--- src/rtl/repairmb_partner.sv ---
// REPAIRMB partner-side handshake: answers start/apply_degrade/end requests over the
// sideband, applies the requested RX lane map, and flags TRAINERROR on stalls.
module repairmb_partner #(
  parameter int TIMEOUT_CYCLES = 800000,
  parameter int CNT_W          = 20
) (
  input  logic             CLK,
  input  logic             rst_n,
  input  logic             MBINIT_REVERSALMB_end,
  input  logic [3:0]       i_RX_SbMessage,
  input  logic             i_msg_valid,
  input  logic [2:0]       i_rx_msg_info,
  input  logic             i_Busy_SideBand,
  input  logic             i_falling_edge_busy,
  output logic [3:0]       o_TX_SbMessage,
  output logic             o_ValidOutDatat_REPAIRMB_Partner,
  output logic [1:0]       o_Functional_Lanes_Partner,
  output logic             o_MBINIT_REPAIRMB_Partner_end,
  output logic             o_repairmb_error
);

  localparam logic [3:0] START_REQ    = 4'b0001;
  localparam logic [3:0] START_RESP_C = 4'b0010;
  localparam logic [3:0] END_REQ      = 4'b0011;
  localparam logic [3:0] END_RESP_C   = 4'b0100;
  localparam logic [3:0] DEGRADE_REQ  = 4'b0101;
  localparam logic [3:0] DEGRADE_RESP_C = 4'b0110;

  localparam logic [CNT_W-1:0] TO_LAST = CNT_W'(TIMEOUT_CYCLES - 1);

  typedef enum logic [3:0] {
    IDLE,
    WAIT_START,
    CHK_BUSY_START,
    START_RESP,
    WAIT_REQ,
    CHK_BUSY_DEGRADE,
    DEGRADE_RESP,
    CHK_BUSY_END,
    END_RESP,
    DONE,
    ERROR
  } state_e;

  state_e           state_q, state_d;
  logic [CNT_W-1:0] cnt_q, cnt_d;
  logic [3:0]       tx_q, tx_d;
  logic             vld_q, vld_d;
  logic [1:0]       lanes_q, lanes_d;
  logic             end_q, end_d;
  logic             err_q, err_d;

  logic             parked;
  logic             timeout;
  logic             unused_info_bit;

  assign unused_info_bit = i_rx_msg_info[2];

  // Counting is meaningless while parked in IDLE/DONE/ERROR.
  assign parked  = (state_q == IDLE) || (state_q == DONE) || (state_q == ERROR);
  assign timeout = !parked && (cnt_q >= TO_LAST);

  always_comb begin
    state_d = state_q;
    lanes_d = lanes_q;
    if (!MBINIT_REVERSALMB_end) begin
      state_d = IDLE;
    end else if (timeout) begin
      state_d = ERROR;
    end else begin
      case (state_q)
        IDLE:           state_d = WAIT_START;
        WAIT_START: begin
          if (i_msg_valid && (i_RX_SbMessage == START_REQ)) state_d = CHK_BUSY_START;
        end
        CHK_BUSY_START: if (!i_Busy_SideBand) state_d = START_RESP;
        START_RESP:     if (i_falling_edge_busy) state_d = WAIT_REQ;
        WAIT_REQ: begin
          if (i_msg_valid && (i_RX_SbMessage == DEGRADE_REQ)) begin
            if (i_rx_msg_info[1:0] != 2'b00) begin
              lanes_d = i_rx_msg_info[1:0];
              state_d = CHK_BUSY_DEGRADE;
            end else begin
              state_d = ERROR;
            end
          end else if (i_msg_valid && (i_RX_SbMessage == END_REQ)) begin
            state_d = CHK_BUSY_END;
          end
        end
        CHK_BUSY_DEGRADE: if (!i_Busy_SideBand) state_d = DEGRADE_RESP;
        DEGRADE_RESP:     if (i_falling_edge_busy) state_d = WAIT_REQ;
        CHK_BUSY_END:     if (!i_Busy_SideBand) state_d = END_RESP;
        END_RESP:         if (i_falling_edge_busy) state_d = DONE;
        DONE:             state_d = DONE;
        ERROR:            state_d = ERROR;
        default:          state_d = IDLE;
      endcase
    end
    if (state_d == IDLE) lanes_d = 2'b11;
  end

  always_comb begin
    cnt_d = cnt_q;
    if ((state_d != state_q) || parked) begin
      cnt_d = '0;
    end else if (cnt_q != {CNT_W{1'b1}}) begin
      cnt_d = cnt_q + 1'b1;
    end
  end

  // Outputs are decoded from the next state so they line up with the state register.
  always_comb begin
    vld_d = 1'b0;
    tx_d  = 4'b0000;
    if (state_d != state_q) begin
      case (state_d)
        START_RESP:   begin vld_d = 1'b1; tx_d = START_RESP_C;   end
        DEGRADE_RESP: begin vld_d = 1'b1; tx_d = DEGRADE_RESP_C; end
        END_RESP:     begin vld_d = 1'b1; tx_d = END_RESP_C;     end
        default:      begin vld_d = 1'b0; tx_d = 4'b0000;        end
      endcase
    end
    end_d = (state_d == DONE);
    err_d = (state_d == ERROR);
  end

  always_ff @(posedge CLK or negedge rst_n) begin
    if (!rst_n) begin
      state_q <= IDLE;
      cnt_q   <= '0;
      tx_q    <= 4'b0000;
      vld_q   <= 1'b0;
      lanes_q <= 2'b11;
      end_q   <= 1'b0;
      err_q   <= 1'b0;
    end else begin
      state_q <= state_d;
      cnt_q   <= cnt_d;
      tx_q    <= tx_d;
      vld_q   <= vld_d;
      lanes_q <= lanes_d;
      end_q   <= end_d;
      err_q   <= err_d;
    end
  end

  assign o_TX_SbMessage                   = tx_q;
  assign o_ValidOutDatat_REPAIRMB_Partner = vld_q;
  assign o_Functional_Lanes_Partner       = lanes_q;
  assign o_MBINIT_REPAIRMB_Partner_end    = end_q;
  assign o_repairmb_error                 = err_q;

endmodule

--- config.mk ---
export PLATFORM = sky130hd
export DESIGN_NAME = repairmb_partner
export DESIGN_NICKNAME = d
export VERILOG_FILES = /design/src/rtl/repairmb_partner.sv
export SDC_FILE = /design/constraint.sdc
export NUM_CORES = 1
export LEC_CHECK = 0
export ABC_AREA = 1
export ABC_CLOCK_PERIOD_IN_PS = 4600
export CAP_MARGIN = 20
export CORE_MARGIN = 1.5
export CORE_UTILIZATION = 60
export CTS_BUF_LIST = sky130_fd_sc_hd__clkbuf_4 sky130_fd_sc_hd__clkbuf_8
export DETAILED_ROUTE_END_ITERATION = 8
export GPL_ROUTABILITY_DRIVEN = 0
export PLACE_DENSITY_LB_ADDON = 0.2
export SYNTH_ARGS = -nofsm -noshare
export SYNTH_HDL_FRONTEND = slang
export SYNTH_SLANG_ARGS = --single-unit
export TNS_END_PERCENT = 30
--- constraint.sdc ---
create_clock -name CLK -period 4.6 [get_ports CLK]
set_input_delay 0.46 -clock CLK [delete_from_list [all_inputs] [get_ports CLK]]
set_output_delay 0.46 -clock CLK [all_outputs]
set_load 0.01 [all_outputs]
# After elaboration in Yosys (flattened, before gate mapping)
# Cells that the tools add are included.
dict set report classes {
  add_sub_neg 1
  n_mul 0
  n_div 0
  magnitude_cmp 1
  eq_ne 21
  n_shift 0
  n_mux 24
  bitwise 0
  reduce_logical 19
}
# op count
set ops {}
lappend ops {{$mux W4} 11}
lappend ops {{$mux W20} 2}
lappend ops {{$pmux W4 S10} 1}
lappend ops {{$eq A4 B3 Y1 const B} 6}
lappend ops {{$eq A4 B4 Y1 const B} 6}
lappend ops {{$add A20 B1 Y20 const B} 1}
lappend ops {{$ge A20 B20 Y1 const B} 1}
lappend ops {{$ne A20 B20 Y1 const B} 1}
lappend ops {{$eq A4 B2 Y1 const B} 4}
lappend ops {{$mux W2} 6}
lappend ops {{$reduce_bool A2 Y1} 6}
lappend ops {{$pmux W3 S3} 1}
lappend ops {{$eq A4 B1 Y1 const B} 2}
lappend ops {{$logic_not A4 Y1} 2}
lappend ops {{$reduce_and A5 Y1} 1}
lappend ops {{$logic_and A1 B1 Y1} 4}
lappend ops {{$ne A4 B4 Y1} 1}
lappend ops {{$logic_or A1 B1 Y1} 3}
lappend ops {{$mux W3} 1}
lappend ops {{$reduce_or A3 Y1} 1}
lappend ops {{$mux W1} 2}
lappend ops {{$ne A2 B1 Y1 const B} 1}
lappend ops {{$reduce_or A2 Y1} 1}
lappend ops {{$logic_not A1 Y1} 1}
dict set report totals {
  regBits 33
  latchBits 0
  ramBits 0
  rom_bits 0
  input_bits 13
  out_inout_bits 9
  n_memories 0
}

# Longest topological paths before layout
dict set report logic_depth {
  ltp_word 11
  mapped_depth 14
  depth_no_buf 14
}

# Worst setup path before layout
# No wires, ideal clock.
dict set report synth_path {
  kind {reg-to-reg}
  from {reg cnt_q[0]}
  to {reg cnt_q[12]}
  arrival_time_ps 1821
  required_time_ps 4531
  setup_slack_ps 2710
  stages_incl_launch_ff 13
  n_path_buf 1
  period_less_slack_ps 1890
  path_cell_list {dfrtp_1 -> ha_1 -> inv_1 -> nor2_1 -> nand3_1 -> nand2_1 -> nand3_2 -> nand3_1 -> nand2_1 -> nor2_2 -> nand3_2 -> buf_6 -> nor2_2}
}
dict set report synth_via {
  elab_chain_len 7
}
# element line
set synth_rtl {}
lappend synth_rtl {{from (decl)} 46} ;# logic [CNT_W-1:0] cnt_q, cnt_d;
lappend synth_rtl {{from (signal assigned)} 138} ;# cnt_q <= cnt_d;
lappend synth_rtl {{$ge A20 B20 Y1} 61} ;# assign timeout = !parked && (cnt_q >= TO_LAST);
lappend synth_rtl {{$logic_and A1 B1 Y1} 61}
lappend synth_rtl {{$mux W4} 68} ;# end else if (timeout) begin
lappend synth_rtl {{$mux W4} 66} ;# if (!MBINIT_REVERSALMB_end) begin
lappend synth_rtl {{$ne A4 B4 Y1} 104} ;# if ((state_d != state_q) || parked) begin
lappend synth_rtl {{$logic_or A1 B1 Y1} 104}
lappend synth_rtl {{$mux W20 / $reduce_bool A2 Y1 (equally long branches)} -}
# Parallel ways exist; a longest one is shown, timed or not. The select of a mux whose other input is x is not followed.
# A chain may end at the register's enable or synchronous reset.

# Final worst setup path
dict set report layout_path {
  from {reg cnt_q[0]}
  to {reg cnt_q[8]}
}
# The elaborated chain is that of the path after synthesis.

==> run summary <==
=============================================================================
Outcome                                                          finished, final reports clean
Instance area at placement                                          2382 um^2
Total congestion overflow                                                   0
Initial DRC Count                                                         131
Cell with the largest stage delay on the worst path                   nand3_2
GR Util All Layers                                                     24.28%
Floorplan die width                                                  63.15 um
Post-Route Setup TNS                                                     0 ps
Total non-filler cell area in the finished layout                   2440 um^2
Worst clock skew                                                     13.93 ps
Crit share post-route                                                  55.23%
Endpoint class of the critical path                                      flop
Worst slew margin                                                      58.36%
Worst IR Drop VDD                                                    174.2 uV
Setup violators final                                                       0
Post-synth cell types                                                      34
Maximum clock path buffer count                                             2
Most used cells in the layout excluding fill and tap cells       nand2_1, inv_1, nor2_1
Share of the synthesized area in the top cell type                     33.43%
Number of buffers created by CTS                                            5
Part of the Yosys area used for sequential elements                    35.85%
Iteration count of the initial detailed-routing pass                        4
TritonCTS clock tree                                                     done
Count of input and output buffers                                          18
Delay of the slowest cell on the worst path                            520 ps
Die area                                                            3988 um^2
Crit path DAT                                                         2790 ps
Final Slew Violations                                                       0
Wire length of the first global-routing pass                          7686 um
CTS clock-pin slew for the worst setup and hold paths                  100 ps
Number of buffers and inverters on the critical path                        1
Total via count after detailed routing                                   1957
Remaining design rule violation count                                       0
Path class of the lowest-slack min-delay path                         reg2reg
Biggest area consumer among synthesized cells                         dfrtp_1
Maximum number of pins on one net before global-route repair               32
Cell Pwr Density                                                 202.0 nW/um^2
Fillers                                                                   287
Required time of the worst setup path                                 4850 ps
Sum of routed wire length over all layers                             4197 um
Crit path max fanout                                                       20
Max-cap violations                                                          0
Count of mapped cells out of synthesis                                    307
Number of hold buffers added after cts                                      0
Post-route minimum period                                             2541 ps
Antenna Violating Nets Remaining                                            0
FMAX                                                                393.6 MHz
Dpl hpwl                                                              3269 um
Most common library cell in the layout ignoring fill and taps         nand2_1
Level count of the clock H-tree                                             2
Core box area                                                       3416 um^2
TritonCTS sink count                                                       31
Clock tree root driver cell                                          clkbuf_4
Post-CTS resize count                                                       0
Critical path cell sequence                                      ha_1 > inv_1 > nor2_1 > nand3_1 > nand2_1 > nand3_2 > nand3_1 > nand2_1 > nor2_2 > nand3_2 > nor2_2
Worst setup path category                                             reg2reg
Dominant delay contributor by cell family on the critical path   simple AND/OR/NAND/NOR gates
I/O pin count                                                              22
Area growth from synthesis to layout                                   12.39%
Cells taking the most area after synthesis                       dfrtp_1, nand2_1, nand3_1
Final-report hold violation count                                           0
Antenna violations before repair                                            0
Vias in the first global route                                           1815
RSZ-0062 raised after global routing                                       no
Routed length per placed instance                                    11.13 um
Total number of yosys warnings                                              0
Initial core utilization                                               63.55%
Vias per cell                                                           5.191
Share of post-route cells with drive strength above 1                  16.92%
Worst-Skew Late Latency                                                340 ps
Post-Syn Area                                                       2171 um^2
Chip Height                                                          63.15 um
Slew at the pin with the worst max-slew slack                        623.9 ps
Layout net count                                                          344
Post-CTS setup buffer count                                                 0
Row count                                                                  21
# diodes                                                                    0
Sort of element at the start of the critical path                        flop
Leak                                                                 1.149 nW
Register bit count reported by yosys                                       31
Mean cell area of the mapped netlist                               7.071 um^2
=============================================================================
==> cell type report <==
| cell class | instances | area [um^2] | share of cell area, % |
|---|---|---|---|
| clock inverter | 3 | 20.02 | 0.8205 |
| inverter | 44 | 165.2 | 6.769 |
| timing repair buffer | 19 | 187.7 | 7.692 |
| tap | 46 | 57.56 | 2.359 |
| sequential | 31 | 778.2 | 31.90 |
| clock buffer | 5 | 37.54 | 1.538 |
| multi-input combinational | 229 | 1194 | 48.92 |
==> routing by layer <==
metal | vias to the layer above | part of all wire, % | global-route usage [%] | wire (um)
met4 | 0 | 1.3 | 9.167 | 53
met3 | 8 | 4.3 | 6.071 | 179
met5 | - | 0 | 0 | 0
met1 | 886 | 42 | 27.93 | 1783
li1 | 1018 | - | - | -
met2 | 45 | 52 | 43.22 | 2180
==> synth_stat cells <==
library cell / number
and2_1: 1
nand2_2: 3
o21ai_2: 1
a21oi_2: 1
inv_2: 4
nor2_1: 36
ha_1: 1
nor4_1: 3
buf_6: 2
a21boi_0: 1
nor3_1: 5
or2_2: 1
o21ai_1: 1
dfrtp_1: 29
nand2_4: 1
buf_4: 2
nand3_4: 1
nand3b_1: 2
o31ai_1: 1
xor2_1: 7
a21oi_1: 6
o21ai_0: 8
o22ai_1: 1
nand3_2: 4
nand4_1: 9
conb_1: 1
nor2_2: 25
xnor2_1: 3
inv_1: 39
clkinv_1: 1
nand2_1: 68
nor2_4: 4
dfstp_2: 2
nand3_1: 33
==> through the flow <==
stage                     power [mW]  hold slack, ps  worst slack [ps]  cells  utilization [%]
after floorplan               0.3235           164.4              2710    308                -
after global placement        0.3418           462.7              1797    369            69.74
after detailed placement      0.3426           465.0              1743    369            69.74
after CTS                     0.5001           481.8              2032    377            71.43
after global routing          0.5195           506.0              1747    377            71.43
final                         0.4928           477.6              2059    377            71.43
==> state kept, by name, summed over array words and instances, names as in the netlist <==
| signal | count |
|---|---|
| o_TX_SbMessage | 2 |
| o_Functional_Lanes_Partner | 2 |
| o_repairmb_error | 1 |
| cnt_q | 20 |
| o_ValidOutDatat_REPAIRMB_Partner | 1 |
| state_q | 4 |
| o_MBINIT_REPAIRMB_Partner_end | 1 |
==> worst register-to-register path, stage by stage, from the launching register on <==
cell and delay (ps):
dfrtp_1 400, ha_1 250, inv_1 60, nor2_1 290, nand3_1 120, nand2_1 150, nand3_2 130, nand3_1 100
nand2_1 60, nor2_2 160, nand3_2 520, nor2_2 240
==> kinds of logic (layout without fill, tap and decap cells) <==
| kind of cell | count (synthesis) | after routing | synth area share [%] |
|---|---|---|---|
| AND/OR/NAND/NOR | 196 | 196 | 44.78 |
| buffers and inverters | 48 | 71 | 9.337 |
| flip-flops | 31 | 31 | 35.85 |
| AO/OA/AOI/OAI | 20 | 20 | 5.245 |
| XOR/XNOR | 10 | 10 | 4.035 |
| adder cells (fa/ha/maj) | 1 | 1 | 0.5763 |
| other | 1 | 2 | 0.1727 |
==> worst paths after layout <==
check | from | end | slack (ps) | cells past startpoint
max in group asynchronous | rst_n | o_Functional_Lanes_Partner[1] | 3790 | 2
min | cnt_q[0] | cnt_q[0] | 480 | 1
max | cnt_q[0] | cnt_q[8] | 2060 | 11
max reg2reg | cnt_q[0] | cnt_q[8] | 2060 | 11
min reg2reg | cnt_q[0] | cnt_q[0] | 480 | 1
min in group asynchronous | rst_n | cnt_q[17] | 500 | 2
==> report_power, final <==
group / total [mW] / internal (mW) / switching (mW) / leakage [nW]
sequential: 0.278 / 0.275 / 0.00312 / 0.424
clock: 0.156 / 0.0583 / 0.0978 / 0.0272
combinational: 0.0586 / 0.0201 / 0.0386 / 0.698
Note: power is estimated with default switching activity, not from simulation.
